===== src/rtl/sd_resp_rx.sv =====
// SD card 48-bit command response receiver.
// Samples cmd_in on bit_en strobes after an arm pulse, hunts for the start bit, shifts the
// frame in MSB-first while running CRC7 over bits 47:8, then holds the decoded fields and
// error flags until the consumer handshakes.
// Optional feature: define SD_RESP_TIMEOUT_EN to add a start-bit timeout (64 samples) and the
// timeout output port.
module sd_resp_rx (
   input  logic        clk,
   input  logic        rst_n,
   input  logic        bit_en,
   input  logic        cmd_in,
   input  logic        arm,
   output logic        busy,
   output logic        resp_valid,
   input  logic        resp_ready,
   output logic [5:0]  resp_index,
   output logic [31:0] resp_arg,
   output logic        crc_err,
   output logic        frame_err
`ifdef SD_RESP_TIMEOUT_EN
   ,
   output logic        timeout
`endif
);

   localparam logic [1:0] StIdle      = 2'd0;
   localparam logic [1:0] StWaitStart = 2'd1;
   localparam logic [1:0] StShift     = 2'd2;
   localparam logic [1:0] StHold      = 2'd3;

   logic [1:0]  state_q, state_d;
   logic [5:0]  cnt_q, cnt_d;
   // Start bit is always 0 once accepted, so only frame bits 46:0 are stored.
   logic [46:0] frame_q, frame_d;
   logic [6:0]  crc_q, crc_d;
   logic        crc_err_q, crc_err_d;
   logic        frame_err_q, frame_err_d;
`ifdef SD_RESP_TIMEOUT_EN
   logic [6:0]  to_cnt_q, to_cnt_d;
   logic        timeout_q, timeout_d;
`endif

   // One serial CRC7 step, polynomial x^7 + x^3 + 1, MSB first.
   function automatic logic [6:0] crc7_step(input logic [6:0] crc, input logic b);
      logic fb;
      fb = crc[6] ^ b;
      return {crc[5:0], 1'b0} ^ (fb ? 7'h09 : 7'h00);
   endfunction

   // Next-state logic: start hunt, bit shifting, CRC update and flag capture.
   always_comb begin
      state_d     = state_q;
      cnt_d       = cnt_q;
      frame_d     = frame_q;
      crc_d       = crc_q;
      crc_err_d   = crc_err_q;
      frame_err_d = frame_err_q;
`ifdef SD_RESP_TIMEOUT_EN
      to_cnt_d    = to_cnt_q;
      timeout_d   = 1'b0;
`endif
      case (state_q)
         StIdle: begin
            if (arm) begin
               state_d = StWaitStart;
               cnt_d   = 6'd0;
               crc_d   = 7'd0;
`ifdef SD_RESP_TIMEOUT_EN
               to_cnt_d = 7'd0;
`endif
            end
         end
         StWaitStart: begin
            if (bit_en) begin
               if (!cmd_in) begin
                  // Start bit (frame bit 47) enters the CRC but is not stored.
                  state_d = StShift;
                  cnt_d   = 6'd46;
                  crc_d   = crc7_step(crc_q, 1'b0);
               end
`ifdef SD_RESP_TIMEOUT_EN
               else begin
                  to_cnt_d = to_cnt_q + 7'd1;
                  if (to_cnt_d == 7'd64) begin
                     state_d   = StIdle;
                     timeout_d = 1'b1;
                  end
               end
`endif
            end
         end
         StShift: begin
            if (bit_en) begin
               frame_d = {frame_q[45:0], cmd_in};
               // CRC covers frame bits 47:8 only.
               if (cnt_q >= 6'd8) begin
                  crc_d = crc7_step(crc_q, cmd_in);
               end
               if (cnt_q == 6'd0) begin
                  state_d     = StHold;
                  crc_err_d   = (crc_q != frame_d[7:1]);
                  frame_err_d = frame_d[46] | ~frame_d[0];
               end else begin
                  cnt_d = cnt_q - 6'd1;
               end
            end
         end
         StHold: begin
            if (resp_ready) begin
               state_d = StIdle;
            end
         end
         default: state_d = StIdle;
      endcase
   end

   // State and datapath registers; reset discards any partial frame.
   always_ff @(posedge clk or negedge rst_n) begin
      if (!rst_n) begin
         state_q     <= StIdle;
         cnt_q       <= 6'd0;
         frame_q     <= 47'd0;
         crc_q       <= 7'd0;
         crc_err_q   <= 1'b0;
         frame_err_q <= 1'b0;
      end else begin
         state_q     <= state_d;
         cnt_q       <= cnt_d;
         frame_q     <= frame_d;
         crc_q       <= crc_d;
         crc_err_q   <= crc_err_d;
         frame_err_q <= frame_err_d;
      end
   end

`ifdef SD_RESP_TIMEOUT_EN
   // Start-bit timeout counter and one-cycle timeout pulse.
   always_ff @(posedge clk or negedge rst_n) begin
      if (!rst_n) begin
         to_cnt_q  <= 7'd0;
         timeout_q <= 1'b0;
      end else begin
         to_cnt_q  <= to_cnt_d;
         timeout_q <= timeout_d;
      end
   end

   assign timeout = timeout_q;
`endif

   assign busy       = (state_q != StIdle);
   assign resp_valid = (state_q == StHold);
   assign resp_index = frame_q[45:40];
   assign resp_arg   = frame_q[39:8];
   assign crc_err    = crc_err_q;
   assign frame_err  = frame_err_q;

endmodule


===== config.mk =====
export PLATFORM = sky130hd
export DESIGN_NAME = sd_resp_rx
export DESIGN_NICKNAME = d
export VERILOG_FILES = /design/src/rtl/sd_resp_rx.sv
export SDC_FILE = /design/constraint.sdc
export NUM_CORES = 1
export LEC_CHECK = 0
export ABC_CLOCK_PERIOD_IN_PS = 2110
export CORE_ASPECT_RATIO = 1.4
export CORE_UTILIZATION = 35
export CTS_CLUSTER_SIZE = 24
export DETAILED_ROUTE_END_ITERATION = 16
export PLACE_DENSITY = 0.52
export SYNTH_ARGS = -nofsm -noshare
export SYNTH_HDL_FRONTEND = slang
export SYNTH_SLANG_ARGS = --single-unit

===== constraint.sdc =====
create_clock -name clk -period 2.11 [get_ports clk]
set_input_delay 0.422 -clock clk [delete_from_list [all_inputs] [get_ports clk]]
set_output_delay 0.422 -clock clk [all_outputs]
set_load 0.05 [all_outputs]

## Word-level counts from Yosys, hierarchy flattened

Cells that the tools add are included.

| storage, ports and cells | value |
|---|---|
| register bits | 63 |
| bits of input ports | 6 |
| logic and storage cells | 55 |

| operators by class | value |
|---|---|
| add/sub/neg operators | 1 |
| order comparisons | 1 |
| equal/unequal tests | 12 |
| multiplexer cells | 21 |
| bitwise operators | 5 |
| reductions and logical operators | 9 |

Operator list:

| kind | count |
|---|---|
| 7-bit two-way mux | 5 |
| 6-bit two-way mux | 5 |
| 7-bit case mux with 3 select lines | 1 |
| 6-bit case mux with 3 select lines | 1 |
| 6-bit AND reduction | 3 |
| 2-bit != test (second input constant) | 7 |
| 7-bit by 4-bit bitwise XOR with 7-bit output | 2 |
| 2-bit two-way mux | 6 |
| 4-bit two-way mux | 2 |
| 2-bit case mux with 4 select lines | 1 |
| 7-bit != test | 1 |
| 6-bit by 4-bit greater-or-equal comparator with 1-bit output (second input constant) | 1 |
| 6-bit logical NOT | 1 |
| 6-bit by 1-bit subtractor with 6-bit output (second input constant) | 1 |
| 2-bit equality test (second input constant) | 2 |
| 3-bit AND reduction | 1 |
| 3-bit nonzero test | 1 |
| 2-bit by 1-bit equality test with 1-bit output (second input constant) | 1 |
| 2-bit logical NOT | 1 |
| 2-bit by 1-bit != test with 1-bit output (second input constant) | 1 |
| 2-bit AND reduction | 1 |
| 2-bit nonzero test | 1 |
| 1-bit inverter | 1 |
| 1-bit OR | 1 |
| 1-bit bitwise XOR | 1 |

## Logic depth before layout (Yosys ltp)

Gate-level depths: netlist of the first run.

| logic depth | value |
|---|---|
| depth in word-level cells | 6 |
| mapped depth | 7 |
| gate-level depth less buffers | 6 |

## Least setup slack after synthesis of the first run

OpenSTA, ideal clock, no wires.

| timing | value |
|---|---|
| kind | flip-flop to flip-flop |
| start point | register state_q[1] |
| end point | register crc_q[0] |
| arrival time | 1.672 ns |
| slack | 0.313 ns |
| stages on the path, launching flop included | 8 |
| path buffers | 1 |
| cell sequence | dfrtp_1 -> inv_1 -> ha_1 -> buf_6 -> nor2_4 -> o211ai_2 -> a21oi_4 -> mux2_2 |

| between the ends | value |
|---|---|
| word-level cells in the longest chain between the ends | 3 |
| elaborated cells between the ends (all ways) | 11 |
| classes of those cells | eq/ne: 7; mux: 1; reduce/logical: 3 |

Ends and longest elaborated chain:

| what | RTL line | source |
|---|---|---|
| from (decl) | 31 | `logic [1:0] state_q, state_d;` |
| from (signal assigned) | 120 | `state_q <= StIdle;` |
| from (signal assigned) | 127 | `state_q <= state_d;` |
| 2-bit equality test (tied with other cells) | 62 | `case (state_q)` |
| 2-bit != test (no line) or 3-bit nonzero test (tied branches) | -- |  |
| 6-bit AND reduction (no line) | -- |  |
| to (signal assigned) | 130 | `crc_q <= crc_d;` |
| to (decl) | 35 | `logic [6:0] crc_q, crc_d;` |

Parallel ways exist; a longest one is shown, timed or not.
A chain may end at the register's enable or synchronous reset.

## Final worst setup path of the first run

| timing | value |
|---|---|
| start point | register frame_q[15] |
| end point | output port resp_arg[7] |

RTL lines:

| what | RTL line | source |
|---|---|---|
| from (decl) | 34 | `logic [46:0] frame_q, frame_d;` |
| from (signal assigned) | 129 | `frame_q <= frame_d;` |
| to (decl) | 17 | `output logic [31:0] resp_arg,` |

No word-level cell between the ends.

==> results of run 1 <==
-- timing repair --
item	in CTS	in global routing
hold buffers	1	0
gates resized for setup	0	1
endpoints found under the setup margin	0	1
hold endpoints to repair	9	0
-- where the power goes --
group | leakage [nW] | switching (mW) | internal, mW
logic | 0.780 | 1.01 | 0.842
clock network | 0.176 | 0.509 | 1.22
registers | 0.854 | 0.206 | 1.42
-- placed cells by master, fill, tap and decap left out, types with 4 or more instances in the layout --
| cell type | n |
|---|---|
| buf_4 | 5 |
| clkbuf_16 | 9 |
| clkdlybuf4s50_1 | 44 |
| dfrtp_1 | 63 |
| ha_1 | 7 |
| inv_1 | 11 |
| mux2_1 | 11 |
| mux2_2 | 39 |
| mux2i_1 | 4 |
| nand2_1 | 8 |
| o21ai_0 | 4 |
| xnor2_1 | 5 |
| xor2_1 | 4 |
-- metrics by stage --
step           utilization, %  power (mW)  worst slack [ns]
2_1_floorplan               -       3.064            0.3130
3_3_place_gp            40.22       3.488            0.1444
3_5_place_dp            40.22       3.507           0.09494
4_1_cts                 44.43       5.266            0.1426
5_1_grt                 44.45       5.486           0.04810
6_report                44.45       5.201            0.1834
-- registers in the layout, indices dropped and copies added, names as in the netlist --
name,flops
frame_err,1
crc_q,7
frame_q,46
cnt_q,6
crc_err,1
state_q,2
-- routing by layer --
| layer | share of wire [%] | wire length, µm | GRT usage [%] |
|---|---|---|---|
| met3 | 4.6 | 246 | 3.889 |
| met5 | 0 | 0 | 0 |
| met2 | 49 | 2650 | 20.50 |
| met1 | 44 | 2353 | 14.68 |
| met4 | 1.9 | 104 | 7.011 |
-- cell families (layout without fill, tap and decap cells) --
| kind of cell | Yosys count | in the layout | synth area share, % |
|---|---|---|---|
| fa+ha+maj | 8 | 8 | 3.148 |
| flops | 63 | 63 | 49.59 |
| mux | 56 | 56 | 19.91 |
| buf+inv | 56 | 81 | 12.44 |
| xor+xnor | 9 | 9 | 2.479 |
| compound gates | 19 | 19 | 5.431 |
| simple gates | 35 | 35 | 7.006 |
-- layout make-up --
| type | instances | area, µm² |
|---|---|---|
| Clock inverter | 5 | 103.9 |
| Sequential cell | 63 | 1577 |
| Timing Repair Buffer | 54 | 553.0 |
| Fill cell | 810 | 4837 |
| Clock buffer | 11 | 252.7 |
| Multi-Input combinational cell | 127 | 1212 |
| Inverter | 11 | 41.29 |
| Tap cell | 105 | 131.4 |
-- worst max-delay path by stage --
stage | slack, ns | end | depth (start not counted) | from
2_1_floorplan | 0.31 | crc_q[0]$_DFFE_PN0P_ | 7 | state_q[1]$_DFFE_PN0P_
3_3_place_gp | 0.14 | crc_q[2]$_DFFE_PN0P_ | 5 | bit_en
3_5_place_dp | 0.09 | crc_q[2]$_DFFE_PN0P_ | 5 | bit_en
4_1_cts | 0.14 | crc_q[3]$_DFFE_PN0P_ | 6 | state_q[1]$_DFFE_PN0P_
5_1_grt | 0.05 | state_q[1]$_DFFE_PN0P_ | 6 | state_q[0]$_DFFE_PN0P_
6_report | 0.18 | resp_arg[7] | 1 | frame_q[15]$_DFFE_PN0P_
==> qor.txt, run 1 <==
crit-path cells: clkdlybuf4s50_1
Pwr Density: 1343 mW/mm²
worst reg2reg path endpoint: crc_q[3]$_DFFE_PN0P_
Slowest-stage cell, CP: clkdlybuf4s50_1
MaxCap Viol Count: 0
CP required: 1.69 ns
prevailing post-synth register cell: dfrtp_1
max-slew violation count: 0
Yosys cell types: 43
Die Area: 0.009474 mm²
clock latency on the worst-skew pair: 0.32 ns
vias per cell: 4.835
Clock Root Buffer: clkbuf_16
first-pass GRT wire length: 8.832 mm
Slew HR: 65.83%
layout cell share with drive strength beyond 1: 28.41%
critical-path maximum fanout: 3
gr usage total: 12.66%
Post-synth EDFFs: 0
Final setup viols: 0
Final Instance Area: 0.003871 mm²
FF+latch count, synth: 63
CP bufs+invs: 1
grt total ovfl: 0
Syn Inst Count: 246
Area after DPL: 0.003502 mm²
largest net degree at the start of global routing: 47
Post-synth ARST share: 100.0%
vias in the first global route: 1863
CTS H-tree lvls: 3
diode count: 0
Clock Skew: 0.005487 ns
r2r startpoint: state_q[0]$_DFFE_PN0P_
CTS max path bufs: 2
CTS clk-pin slew, worst paths: 0.06 ns
net total in the final layout: 280
net count after synthesis: 260
HP Start: frame_q[7]$_DFFE_PN0P_
HPWL after detailed placement: 3.789 mm
worst-margin pin slew: 0.5109 ns
# rows: 40
biggest area consumer among synthesized cells: dfrtp_1
WL/cell: 14.24 µm
Pre-antenna DRT Iters: 4
reg-to-reg setup timing slack: 0.19 ns
vias: 1818
Ports: 48
reg2reg path depth: 6
final hold slack: 0.4946 ns
fmax: 519.0 MHz
antenna violations before repair: 0
GP Congestion: 0.8600
Starting Density: 36.51%
Crit path max-delay family: buffers and inverters
CP peak stage delay: 0.82 ns
Hold Path Stages: 1
Fin. Hold Viols: 0
total core area: 0.008708 mm²
Buffers on Ports: 47
sequential fraction of the synthesis area: 49.59%
Hold Path Sink: frame_q[7]$_DFFE_PN0P_
Startpoint Class: flop
VDD IR max: 0.7520 mV
postcts setup bufs: 0
Crit Path Category: flop to primary output
final period utilization: 91.31%
mapped cell area: 0.003179 mm²
dominant cells by area after synthesis: dfrtp_1 (50%), mux2_2 (14%), buf_4 (9.2%)
HP Class: flop to flop
Num CTS Buffers: 9
Post-Route WL: 5.355 mm
Leak: 1.810 nW
Initial DRC Count: 53
minimum clock period: 1.927 ns
Avg Inst Size Synth: 12.92 µm²
Synth top area share: 49.59%
die height: 114.8 µm
CTS tree: built
post-route antenna net violation count: 0
Fin Setup TNS: 0 ns
outcome: finished, final reports clean
Synth top cells by count: dfrtp_1 (63), buf_4 (39), mux2_2 (39)
chip width: 82.55 µm
most frequent cell after synthesis: dfrtp_1
Placed Instances: 359
unrepaired setup endpoints after global routing: no
DRC: 0
Crit. End Element: primary output
Area growth syn-to-layout: 21.76%
CTS sink cnt: 63
critical path arrival: 1.50 ns
fin cells: 376
Warnings, synthesis: 0
Power figures use the tool's default switching activity.
==> inputs of run 2 (changes only) <==
--- a/config.mk
+++ b/config.mk
@@ -7,10 +7,11 @@
 export LEC_CHECK = 0
 export ABC_CLOCK_PERIOD_IN_PS = 2110
 export CORE_ASPECT_RATIO = 1.4
-export CORE_UTILIZATION = 35
+export CORE_UTILIZATION = 54
 export CTS_CLUSTER_SIZE = 24
 export DETAILED_ROUTE_END_ITERATION = 16
-export PLACE_DENSITY = 0.52
+export PLACE_DENSITY = 0.76
+export SLEW_MARGIN = 10
 export SYNTH_ARGS = -nofsm -noshare
 export SYNTH_HDL_FRONTEND = slang
 export SYNTH_SLANG_ARGS = --single-unit
==> run 2 against run 1 <==
Against the previous run:
- largest cell class unchanged
- utilization rose by 21 points
- worst setup slack got worse by 0.041 ns
- largest power group unchanged
- highest routed layer unchanged
- worst hold slack got worse by 0.41 ns
- wire length fell by 9.8%
- critical path type unchanged
- cell count fell by 10%
==> qor.txt, run 2 (same netlist as run 1, synthesis figures left out) <==
area of the multi-input gates: 0.001210 mm²
Clock Skew: 0.01053 ns
Leak: 1.724 nW
Final Instance Area: 0.003649 mm²
Area after DPL: 0.003436 mm²
outcome: finished, final reports clean
Crit. End Element: primary output
critical-path maximum fanout: 3
commonest non-fill, non-tap cell in the layout: dfrtp_1
worst-margin pin slew: 0.5207 ns
reg-to-reg setup timing slack: 0.16 ns
antenna violations before repair: 0
clock latency on the worst-skew pair: 0.34 ns
critical path arrival: 1.55 ns
HPWL after detailed placement: 3.437 mm
diode count: 0
minimum clock period: 1.968 ns
chip width: 66.85 µm
layout cell share with drive strength beyond 1: 27.51%
VDD IR max: 0.8233 mV
grt total ovfl: 0
CP required: 1.69 ns
Fin Setup TNS: 0 ns
vias in the first global route: 1768
WL/cell: 14.33 µm
Seq. cell area: 0.001577 mm²
die height: 92.79 µm
CP bufs+invs: 1
# rows: 32
Starting Density: 56.72%
total core area: 0.005605 mm²
Slew HR: 65.18%
largest net degree at the start of global routing: 64
Final setup viols: 0
Startpoint Class: flop
fin cells: 337
CTS H-tree lvls: 3
Pwr Density: 1235 mW/mm²
CTS sink cnt: 63
Buffers on Ports: 47
Die Area: 0.006203 mm²
most frequent cells in the layout: dfrtp_1 (63), clkdlybuf4s50_1 (44), mux2_2 (39), inv_1 (11), mux2_1 (11)
Largest Register: frame_q
top flop regs: frame_q (46), crc_q (7), cnt_q (6)
vias per cell: 5.300
MaxCap Viol Count: 0
first-pass GRT wire length: 8.059 mm
gr usage total: 17.83%
CTS clk-pin slew, worst paths: 0.07 ns
GP Congestion: 0.7681
Worst path depth: 1
final setup margin: 0.1423 ns
cts repair resizes: 0
Num CTS Buffers: 9
Pre-antenna DRT Iters: 4
Fin. Hold Viols: 0
max FFs per register: 46
max-slew violation count: 0
Post-Route WL: 4.828 mm
CP peak stage delay: 0.82 ns
post-route antenna net violation count: 0
hold_buf cts: 0
DRC: 0
HP Class: input port to asynchronous set/reset pin
Initial DRC Count: 82
Crit path max-delay family: buffers and inverters
fmax: 508.2 MHz
Slowest-stage cell, CP: clkdlybuf4s50_1
vias: 1786
Area growth syn-to-layout: 14.76%
CTS max path bufs: 2
Setup WS pre-CTS: 0.09923 ns
Ports: 48
unrepaired setup endpoints after global routing: no
net total in the final layout: 278
Placed Instances: 321
CTS tree: built
Crit Path Category: flop to primary output
final period utilization: 93.25%
reg2reg path depth: 6
Fillers: 437
postcts setup bufs: 0
Clock Root Buffer: clkbuf_8
crit-path cells: clkdlybuf4s50_1
==> run 2: cell count changes in the layout (fill, tap and decap cells not counted) <==
cell	before	now
clkbuf_16	9	0
clkbuf_8	2	9
clkinvlp_4	0	2
buf_12	3	2
bufinv_16	3	2
clkbuf_1	0	1
clkinv_2	1	2
clkinv_4	1	0
dlygate4sd3_1	1	0
ha_1	7	8
ha_2	1	0
==> run 2: worst reg2reg max path, stage by stage (launching register included) <==
cell and delay [ns]:
dfrtp_1 0.42, inv_1 0.10, ha_1 0.34, a21boi_2 0.27, o211ai_2 0.17, a21oi_4 0.20, mux2_2 0.35
==> run 2: cell type report <==
type	instances	share of cell area, %
Multi-Input combinational cell	127	33.16
Inverter	11	1.132
Timing Repair Buffer	52	14.33
Clock inverter	6	2.332
Sequential cell	63	43.21
Tap cell	68	2.332
Clock buffer	10	3.498
==> run 2: stage by stage <==
step / util, % / power [mW] / hold WS (ns)
final: 65.09 / 4.506 / 0.08272
after global routing: 65.09 / 4.776 / 0.09494
after CTS: 65.09 / 4.555 / 0.08896
after detailed placement: 61.29 / 3.436 / 0.4581
after global placement: 61.29 / 3.397 / 0.4579
after floorplan: - / 3.064 / 0.1264
==> run 2: worst paths after layout <==
kind,end,from
min reg2reg,frame_q[7]$_DFFE_PN0P_,frame_q[7]$_DFFE_PN0P_
max in group asynchronous,cnt_q[4]$_DFFE_PN0P_,rst_n
max reg2reg,crc_q[2]$_DFFE_PN0P_,state_q[1]$_DFFE_PN0P_
max,resp_arg[31],frame_q[39]$_DFFE_PN0P_
min in group clk,frame_q[7]$_DFFE_PN0P_,frame_q[7]$_DFFE_PN0P_
min,frame_q[31]$_DFFE_PN0P_,rst_n
==> run 2: report_power, final <==
group | total (mW) | internal, mW | switching, mW
Combinational | 1.79 | 0.808 | 0.978
Sequential | 1.61 | 1.41 | 0.201
Clock | 1.11 | 0.660 | 0.445
Total | 4.51 | 2.88 | 1.62
==> run 2: routing by layer <==
| metal | vias to the layer above | global-route usage [%] | routed length (µm) |
|---|---|---|---|
| met3 | 7 | 4.433 | 153 |
| met2 | 44 | 28.03 | 2487 |
| met1 | 884 | 21.52 | 2096 |
| met4 | 0 | 10.82 | 91 |
| met5 | - | 0 | 0 |
| li1 | 851 | - | - |
